## src/rtl/pt4_macrocell_bank.sv

```systemverilog
// pt4_macrocell_bank: a bank of macrocell flip-flops between the product-term
// array and the output/feedback muxes. Each cell either runs on gclk with a
// clock enable, or on a PT4-derived clock. The PT4 clock is synchronised into
// the gclk domain and turned into a one-cycle rising-edge enable, so the whole
// bank stays on a single clock.
module pt4_macrocell_bank #(
    parameter int               CELLS       = 8,
    parameter logic [CELLS-1:0] RESET_VAL   = {CELLS{1'b0}},
    parameter int               SYNC_STAGES = 2
) (
    input  logic                 gclk,
    input  logic                 ar,
    input  logic [CELLS-1:0]     pt4_mux,
    input  logic [CELLS-1:0]     pt4_func_mux,
    input  logic [2*CELLS-1:0]   ff_mode,
    input  logic [CELLS-1:0]     ce,
    input  logic [CELLS-1:0]     d,
    input  logic [CELLS-1:0]     sp,
    output logic [CELLS-1:0]     q,
    output logic [CELLS-1:0]     ffen
);

    localparam logic [1:0] MODE_D      = 2'b00;
    localparam logic [1:0] MODE_T      = 2'b01;
    localparam logic [1:0] MODE_BYPASS = 2'b10;

    // Per-cell PT4 clock before synchronisation; tied high when PT4 is unused.
    logic [CELLS-1:0]                  pt4clk;
    // Synchroniser chain, stage 0 is closest to the PT4 input.
    logic [SYNC_STAGES-1:0][CELLS-1:0] sync_q;
    // Previous value of the last synchroniser stage, for edge detection.
    logic [CELLS-1:0]                  hist_q;
    logic [CELLS-1:0]                  pulse;
    logic [CELLS-1:0]                  reg_q;
    logic [CELLS-1:0]                  reg_d;

    assign pulse = sync_q[SYNC_STAGES-1] & ~hist_q;

    // Shift the PT4 clock through the synchroniser every gclk edge, whatever
    // the clock-source select says, so switching sources later sees history.
    always_ff @(posedge gclk or posedge ar) begin
        if (ar) begin
            for (int k = 0; k < SYNC_STAGES; k++) begin
                sync_q[k] <= '0;
            end
            hist_q <= '0;
        end else begin
            sync_q[0] <= pt4clk;
            for (int k = 1; k < SYNC_STAGES; k++) begin
                sync_q[k] <= sync_q[k-1];
            end
            hist_q <= sync_q[SYNC_STAGES-1];
        end
    end

    // Macrocell storage; ar forces the power-on pattern without a clock.
    always_ff @(posedge gclk or posedge ar) begin
        if (ar) begin
            reg_q <= RESET_VAL;
        end else begin
            reg_q <= reg_d;
        end
    end

    genvar gi;
    generate
        for (gi = 0; gi < CELLS; gi++) begin : g_cell
            logic [1:0] mode;
            logic       loaded;

            assign mode = ff_mode[2*gi +: 2];

            assign pt4clk[gi] = pt4_mux[gi] ? ce[gi] : 1'b1;

            // PT4 clock mode uses the synchronised edge; otherwise PT4 either
            // acts as the clock enable or, when unused, the enable is forced.
            assign ffen[gi] = pt4_func_mux[gi] ? pulse[gi]
                                               : (pt4_mux[gi] | ce[gi]);

            // T mode toggles on d; D, bypass and the reserved code all load d.
            assign loaded = (mode == MODE_T) ? (reg_q[gi] ^ d[gi]) : d[gi];

            // Preset overrides everything, including a disabled cell.
            assign reg_d[gi] = sp[gi]   ? 1'b1   :
                               ffen[gi] ? loaded : reg_q[gi];

            // Bypass shows d directly while the register keeps tracking it.
            assign q[gi] = (mode == MODE_BYPASS) ? d[gi] : reg_q[gi];

            // Mode code MODE_D is the default arm of the decode above.
            logic unused_mode_d;
            assign unused_mode_d = (mode == MODE_D);
        end
    endgenerate

endmodule

```

## config.mk

```make
export PLATFORM = sky130hd
export DESIGN_NAME = pt4_macrocell_bank
export DESIGN_NICKNAME = d
export VERILOG_FILES = /design/src/rtl/pt4_macrocell_bank.sv
export SDC_FILE = /design/constraint.sdc
export NUM_CORES = 1
export LEC_CHECK = 0
export ABC_AREA = 1
export CAP_MARGIN = 20
export CORE_MARGIN = 2
export CORE_UTILIZATION = 30
export DETAILED_ROUTE_END_ITERATION = 12
export GPL_ROUTABILITY_DRIVEN = 0
export PLACE_DENSITY_LB_ADDON = 0.08
export SLEW_MARGIN = 20
export SYNTH_ARGS = -nofsm -noshare
export SYNTH_HDL_FRONTEND = slang
export SYNTH_SLANG_ARGS = --single-unit
export TNS_END_PERCENT = 1
```

## constraint.sdc

```tcl
create_clock -name gclk -period 1.16 [get_ports gclk]
set_clock_uncertainty 0.15 [all_clocks]
set_input_delay 0.116 -clock gclk [delete_from_list [all_inputs] [get_ports gclk]]
set_output_delay 0.116 -clock gclk [all_outputs]
set_load 0.02 [all_outputs]
```

# [Yosys cells after proc, flatten, opt, wreduce, memory -nomap -nowiden]
# Cells that the tools add are included.
[word_totals] inputBits=58 out_inout_bits=16 regBits=32 elab_cells=101
[op_classes] n_eq_ne=16 bitwise=18 n_mux=48 n_reduce_logical=8
[op_table] operator="$mux W1" count=48
[op_table] operator="$eq A2 B1 Y1 const B" count=8
[op_table] operator="$eq A2 B2 Y1 const B" count=8
[op_table] operator="$reduce_bool A2 Y1" count=8
[op_table] operator="$and A8 B8 Y8" count=1
[op_table] operator="$not A8 Y8" count=1
[op_table] operator="$or A1 B1 Y1" count=8
[op_table] operator="$xor A1 B1 Y1" count=8

# [Depth between registers and ports, before layout]
# Gate-level depths: netlist of run 1.
[depth] depth_word=5 mapped_depth=6

# [Worst setup path before layout of run 1]
# No wires, ideal clock.
[synth_path] path_kind="reg2reg" startpoint="register sync_q[8] (netlist bit)" endpoint="register reg_q[0]" required_ns=0.893 t_arrival_ns=0.749 path_stages_with_launch=5 setup_time_ns=0.117 setup_slack_ns=0.144 path_cell_list="dfrtp_1 -> nand3_1 -> nand2_1 -> nand3_1 -> nand2_1"
[synth_via] elab_chain_len=3
[synth_rtl] element="from (decl)" line_no="30" text="logic [SYNC_STAGES-1:0][CELLS-1:0] sync_q;"
[synth_rtl] element="from (signal, indexed assignment)" line_no="50" text="sync_q[k] <= sync_q[k-1];"
[synth_rtl] element="$and A8 B8 Y8" line_no="37" text="assign pulse = sync_q[SYNC_STAGES-1] & ~hist_q;"
[synth_rtl] element="$mux W1" line_no="77" text="assign ffen[gi] = pt4_func_mux[gi] ? pulse[gi]"
[synth_rtl] element="named net ffen[0]" line_no="20" text="output logic [CELLS-1:0] ffen"
[synth_rtl] element="$reduce_bool A2 Y1 (no source line)"
[synth_rtl] element="to (signal assigned)" line_no="61" text="reg_q <= reg_d;"
[synth_rtl] element="to (decl)" line_no="34" text="logic [CELLS-1:0] reg_q;"
# The timed path passes the listed nets, and every way through them passes these cells.
# A chain may end at the register's enable or synchronous reset.

# [Worst setup path in the final report of run 1]
[layout_path] startpoint="register hist_q[1]" endpoint="output ffen[1]"
[layout_via] elab_chain_len=3
[layout_rtl] element="from (decl)" line_no="32" text="logic [CELLS-1:0] hist_q;"
[layout_rtl] element="from (signal assigned)" line_no="52" text="hist_q <= sync_q[SYNC_STAGES-1];"
[layout_rtl] element="$not A8 Y8" line_no="37"
[layout_rtl] element="$and A8 B8 Y8" line_no="37"
[layout_rtl] element="$mux W1" line_no="77"
[layout_rtl] element="to (decl)" line_no="20"
# No other way between the ends.

==> results of run 1 <==
layer usage:
layer | wire length [um] | vias to the layer above
li1 | - | 884
met2 | 1780 | 36
met3 | 190 | 7
met5 | 0 | -
met4 | 61 | 0
met1 | 1620 | 728
state kept, by name, indices dropped and copies added (netlist names):
signal / count
hist_q: 8
sync_q: 16
reg_q: 8
logic make-up after synthesis:
logic type	after synthesis	synth area share
buf+inv	57	0.138
flops	32	0.518
simple gates	96	0.272
compound gates	16	0.0713
area by class of cell:
| cell class | count | area, um^2 | area share |
|---|---|---|---|
| inverter | 57 | 214 | 0.0731 |
| timing repair buffer | 126 | 1110 | 0.380 |
| tap | 70 | 87.6 | 0.0299 |
| multi-input combinational | 112 | 601 | 0.205 |
| clock buffer | 5 | 68.8 | 0.0235 |
| sequential | 32 | 801 | 0.274 |
| clock inverter | 3 | 42.5 | 0.0145 |
path summary, 6_finish.rpt:
path	startpoint	end	depth (start not counted)
setup / recovery	hist_q[1]$_DFF_PP0_	ffen[1]	4
max in group asynchronous	ar	reg_q[2]$_DFFE_PP0P_	3
hold / removal	ar	sync_q[13]$_DFF_PP0_	3
setup reg to reg	hist_q[1]$_DFF_PP0_	reg_q[1]$_DFFE_PP0P_	8
min in group gclk	sync_q[0]$_DFF_PP0_	sync_q[8]$_DFF_PP0_	0
hold reg to reg	sync_q[0]$_DFF_PP0_	sync_q[8]$_DFF_PP0_	0
power groups by stage:
stage                     clock network (mW)  logic (mW)  registers [mW]
after floorplan                            0       0.272            1.23
after global placement                     0       0.762            1.23
after detailed placement                   0       0.763            1.23
after CTS                               1.07       0.804            1.21
after global routing                    1.12       0.879            1.22
final                                   1.04       0.798            1.21
worst reg2reg max path, stage by stage, from the launching register on:
cell and delay, ns:
dfrtp_1 0.38, inv_2 0.05, nand3_2 0.07, buf_4 0.14, buf_4 0.11, nand3_1 0.07
nand2_1 0.05, inv_1 0.04, nand2_1 0.04
placed cells by master, fill, tap and decap left out:
master / instances
nand3_1: 24
nand2_2: 8
nor2_1: 12
clkinvlp_4: 1
nand3_2: 8
inv_2: 6
inv_1: 51
a21oi_1: 8
dfrtp_1: 32
bufinv_16: 1
nor2_2: 4
buf_4: 60
dlygate4sd2_1: 16
clkbuf_8: 5
nand2_1: 32
buf_6: 8
clkinv_2: 1
o21ai_2: 8
clkdlybuf4s50_1: 41
buf_12: 1
nand4_1: 8
timing repair:
action | CTS | global route
pin swaps | 24 | 0
endpoints found under the setup margin | 16 | 20
buffers inserted | 13 | 0
gates resized for setup | 127 | 3
==> summary.md, run 1 <==
| Metric | Value |
|---|---|
| Nets | 392 |
| GR Layer Usage met2 | 0.225 |
| Synth cell types | 8 |
| Die area | between 5000 and 6000 um^2 |
| N_diodes | 0 |
| Top-area cell type share of the netlist area | 0.518 |
| WP data arrival | a little under 1 ns |
| Failing checks | negative setup slack |
| DRC | 0 |
| Most frequent cells after synthesis | inv_1 (57), nand2_1 (40), dfrtp_1 (32), nand3_1 (32), nor2_1 (16) |
| Final HPWL DP | roughly 2.8 mm |
| Sequential share of power | 0.398 |
| Global routing's busiest layer | met2 |
| CP Max Fanout | 2 |
| CTS Root Buffer Type | clkbuf_8 |
| Pin count of the biggest net entering global routing | 33 |
| Element type at the critical path end | output port |
| # fillers | roughly 490 |
| Internal Power | ~2.3 mW |
| Combinational Power Share | 0.262 |
| Final slew viol count | 0 |
| Register bit total from synthesis | 32 |
| Clock Latency Late Sink | 0.28 ns |
| Final Hold Slack | roughly 0.017 ns |
| Layout cells sized above 1 | 0.331 |
| Hold buffers post-CTS | 0 |
| Dpl cell area | approximately 2700 um^2 |
| Grt ovf | 0 |
| Req. time, crit path | 0.89 ns |
| Top cells by area, synth | dfrtp_1 (52%), inv_1 (14%), nand3_1 (10%) |
| PortBufs | 73 |
| Post-Layout Cell Count | slightly above 400 |
| CTS tree | done |
| CP Cell Sequence | inv_2 > nand3_2 > nand2_2 > buf_6 |
| P_leak | around 1.5 nW |
| Cell row count | 26 |
| Met1 Usage GRT | 0.169 |
| Die width | around 76 um |
| Syn Area/Cell | approximately 7.7 um^2 |
| Sequential element share of the synthesized area | 0.518 |
| TNS Setup | -1.14 ns |
| Max clock buf depth | 2 |
| Warnings, synthesis | 0 |
| Pwr per Cell Area | about 1000 nW/um^2 |
| CP Class | register to output port |
| Slew margin rel. | 0.887 |
| Tcrit/Tclk final | 1.08 |
| CTS sink count | 32 |
| Total CTS buffers | 5 |
| Area leader, netlist | dfrtp_1 |
| Final hold vios | 0 |
| Number of routed nets with antenna violations | 0 |
| Max_cap viols | 0 |
| Vias | around 1700 |
| IO Pins | between 70 and 80 |
| Design Power | 3.05 mW |
| Mapped Nets | ~260 |
| Die Y | ~76 um |
| Post-Syn Instances | roughly 200 |
| Vias per cell | 4.09 |
| EDFF count, synth | 0 |
| WP buf/inv | 2 |
| Worst-Margin Slew | between 0.15 and 0.2 ns |
| H-tree depth | 2 |
| Util after Layout | 0.580 |
| Post-layout min period | 1.26 ns |
| Run status | complete, but fails checks |
| Netlist Area Pre-Place | ~1500 um^2 |
| Crit path launch type | register |
| RSZ-0062 raised after global routing | yes |
| Synth Flop Type | dfrtp_1 |
| Most common cell in the netlist | inv_1 |
| GRT Total Usage | 0.137 |
| Initial antenna violation count | 0 |
| Worst vdd ir | between 0.7 and 0.8 mV |
| Slowest CP cell | dfrtp_1 |
| Number of global-route vias before repair | 1501 |
| First-pass GRT wire length | between 5 and 6 mm |
| Setup WS pre-CTS | -0.638 ns |
| Switching share of power | 0.254 |
| Register-to-Register Setup Slack | -0.05 ns |
| Fin worst setup slack | -0.0982 ns |
| Hold Path Class | input pin to async pin |
| Fin area | approximately 2900 um^2 |
| Slowest stage delay, CP | 0.38 ns |
| Core ar. | 5040 um^2 |
| Met3 Use GR | 0.0423 |
| Wire length per cell | 9.01 um |
| Ys async rst share | 1.00 |
| DRT iter0 DRCs | between 70 and 80 |
| Crit path max-delay family | flip-flops |
| Drt pass-1 iters | 4 |
| Clock share of power | 0.340 |
| Final setup vio count | 18 |
| Switching Power | 0.773 mW |
| Max Fclk | just under 800 MHz |
| Inst Count DP | between 300 and 400 |
| CTS clock-pin slew for the worst setup and hold paths | roughly 0.070 ns |
| Initial Util | 0.306 |
| Post-Route WL | between 3 and 4 mm |
| Area growth syn-to-layout | 89.3% |
Power figures use the tool's default switching activity.
==> run 2, diff against run 1 <==
Clock period 1.16 ns to 1.4 ns, I/O delays scaled along.
==> run 2 against run 1 <==
Hold slack improved by 0.026 ns. Sequential share of layout area increased by 1.7 points. Via count decreased by 4.7%. First-iteration DRC count decreased by 59%. Sequential cell count unchanged. Design area decreased by 5.8%. Combinational power decreased by 24%. Clock power decreased by 17%. Clock-buffer cell count unchanged. The run now ends clean.
==> summary.md, run 2 (synthesis gave the netlist of run 1 again) <==
| Metric | Value |
|---|---|
| Pin count of the biggest net entering global routing | 33 (unchanged) |
| Slew margin rel. | 0.885 (-0.00138) |
| Area growth syn-to-layout | 78.3% |
| CTS Root Buffer Type | clkbuf_8 |
| Wire length per cell | 8.78 um (-2.6%) |
| Run status | completed |
| CTS tree | done |
| N_diodes | 0 (unchanged) |
| Setup Buffers After CTS | 0 (-13) |
| Util after Layout | 0.546 (-0.0337) |
| Initial Util | 0.306 (unchanged) |
| Worst vdd ir | 0.614 mV (-14%) |
| Number of global-route vias before repair | 1324 (-12%) |
| First-pass GRT wire length | 5.40 mm (-9.5%) |
| Global routing's busiest layer | met2 |
| Final setup vio count | 0 (-18) |
| Crit path from | ff_mode[1] |
| Pwr per Cell Area | 898 nW/um^2 (-14%) |
| DRT iter0 DRCs | 32 (-59%) |
| Drt pass-1 iters | 4 (unchanged) |
| Biggest regs | sync_q (16), hist_q (8), reg_q (8) |
| DRC | 0 (unchanged) |
| Initial antenna violation count | 0 (unchanged) |
| Post-layout min period | 1.36 ns |
| Crit path to | q[0] |
| CTS sink count | 32 (unchanged) |
| Die area | 5740 um^2 (unchanged) |
| Element type at the critical path end | output port |
| Cell row count | 26 (unchanged) |
| Total CTS buffers | 5 (unchanged) |
| Vias per cell | 4.03 (-1.5%) |
| WP data arrival | 1.07 ns (+0.08 ns) |
| Largest Register | sync_q |
| Die Y | 75.8 um (unchanged) |
| Final hold vios | 0 (unchanged) |
| Met3 Use GR | 0.0410 (-0.00132) |
| Layout cells sized above 1 | 0.248 (-0.0829) |
| Req. time, crit path | 1.11 ns (+0.22 ns) |
| Core ar. | 5040 um^2 (unchanged) |
| Met1 Usage GRT | 0.169 (about the same) |
| Grt ovf | 0 (unchanged) |
| Crit path launch type | input pin |
| GR Layer Usage met2 | 0.182 (-0.0431) |
| CP Max Fanout | 2 (unchanged) |
| Max Fclk | ~730 MHz |
| Hold Path Class | input pin to async pin |
| Fin worst setup slack | 0.0369 ns (+0.135 ns) |
| Final HPWL DP | 2.77 mm (+0.46%) |
| P_leak | 1.45 nW (-6.5%) |
| Clock Latency Late Sink | 0.28 ns (about the same) |
| Max FFs per register | 16 (unchanged) |
| Worst-Margin Slew | 0.172 ns (+0.00207 ns) |
| H-tree depth | 2 (unchanged) |
| Post-Route WL | 3.44 mm (-5.8%) |
| PortBufs | 73 (unchanged) |
| IO Pins | 74 (unchanged) |
| Tcrit/Tclk final | 0.974 |
| Reg-to-Reg Start | hist_q[1]$_DFF_PP0_ |
| Vias | 1578 (-4.7%) |
| Critical R2R Capture | reg_q[1]$_DFFE_PP0P_ |
| CTS clock-pin slew for the worst setup and hold paths | 0.07 ns (about the same) |
| R2R cell count | 7 (-1) |
| RSZ-0062 raised after global routing | yes |
| Most frequent cells in the layout | inv_1 (57), clkdlybuf4s50_1 (57), buf_4 (50) |
| Final Hold Slack | 0.0428 ns (+0.0260 ns) |
| Max clock buf depth | 2 (unchanged) |
| Nets | 379 (-3.3%) |
| Register-to-Register Setup Slack | 0.30 ns (+0.35 ns) |
| Max_cap viols | 0 (unchanged) |
| Design Power | 2.47 mW (-19%) |
| Final slew viol count | 0 (unchanged) |
| GRT Total Usage | 0.125 (-0.0127) |
| Number of routed nets with antenna violations | 0 (unchanged) |
| Hold buffers post-CTS | 0 (unchanged) |
| Setup WS pre-CTS | -0.449 ns (+0.189 ns) |
| Die width | 75.8 um (unchanged) |
| CP Class | input pin to output port |
run 2: cell types whose count changed in the layout (fill, tap and decap cells not counted), sizes merged:
cell | before | now
buf | 69 | 56
dlygate4sd2 | 16 | 0
clkdlybuf4s50 | 41 | 57
run 2: timing repair:
| item | 4_1_cts | 5_1_grt |
|---|---|---|
| hold endpoints to repair | 0 | 0 |
| resized for setup | 64 | 19 |
| endpoints found under the setup margin | 16 | 12 |
| pin swaps | 0 | 1 |
run 2: final cells by class:
class | count | area (um^2)
clock buffers | 5 | 68.8
clock inverters | 3 | 42.5
fillers | 491 | 2290
inverters | 57 | 214
multi-input cells | 112 | 551
flip-flops and latches | 32 | 801
well taps | 70 | 87.6
repair buffers | 113 | 991
run 2: per-stage QoR:
step	cells	area (um^2)	TNS, ns
floorplan	201	1550	0
global placement	384	2680	-6.00
detailed placement	384	2680	-6.01
CTS	392	2720	-0.0479
global route	392	2760	-0.142
finish	392	2760	0
run 2: worst min path at each step:
stage	startpoint	to	slack, ns	cells past startpoint
after floorplan	pt4_mux[0]	sync_q[0]$_DFF_PP0_	0.07	1
after global placement	sync_q[2]$_DFF_PP0_	sync_q[10]$_DFF_PP0_	0.18	0
after detailed placement	sync_q[4]$_DFF_PP0_	sync_q[12]$_DFF_PP0_	0.19	0
after CTS	ar	hist_q[6]$_DFF_PP0_	0.05	3
after global routing	ar	reg_q[6]$_DFFE_PP0P_	0.07	3
final	ar	sync_q[13]$_DFF_PP0_	0.04	3
run 2: routing by layer:
layer	up-vias	share of wire
li1	855	-
met1	681	0.48
met2	36	0.45
met3	6	0.057
met4	0	0.013
met5	-	0
run 2: worst max-delay path: stages:
cell,delay [ns]
clkdlybuf4s50_1,0.46
inv_1,0.05
nor2_2,0.09
nor2_1,0.05
a21oi_1,0.12
buf_4,0.16
run 2: report_power, final:
| group | total (mW) | switching (mW) | internal [mW] |
|---|---|---|---|
| Clock | 0.861 | 0.335 | 0.526 |
| Combinational | 0.610 | 0.261 | 0.349 |
| Sequential | 1.00 | 0.0238 | 0.980 |
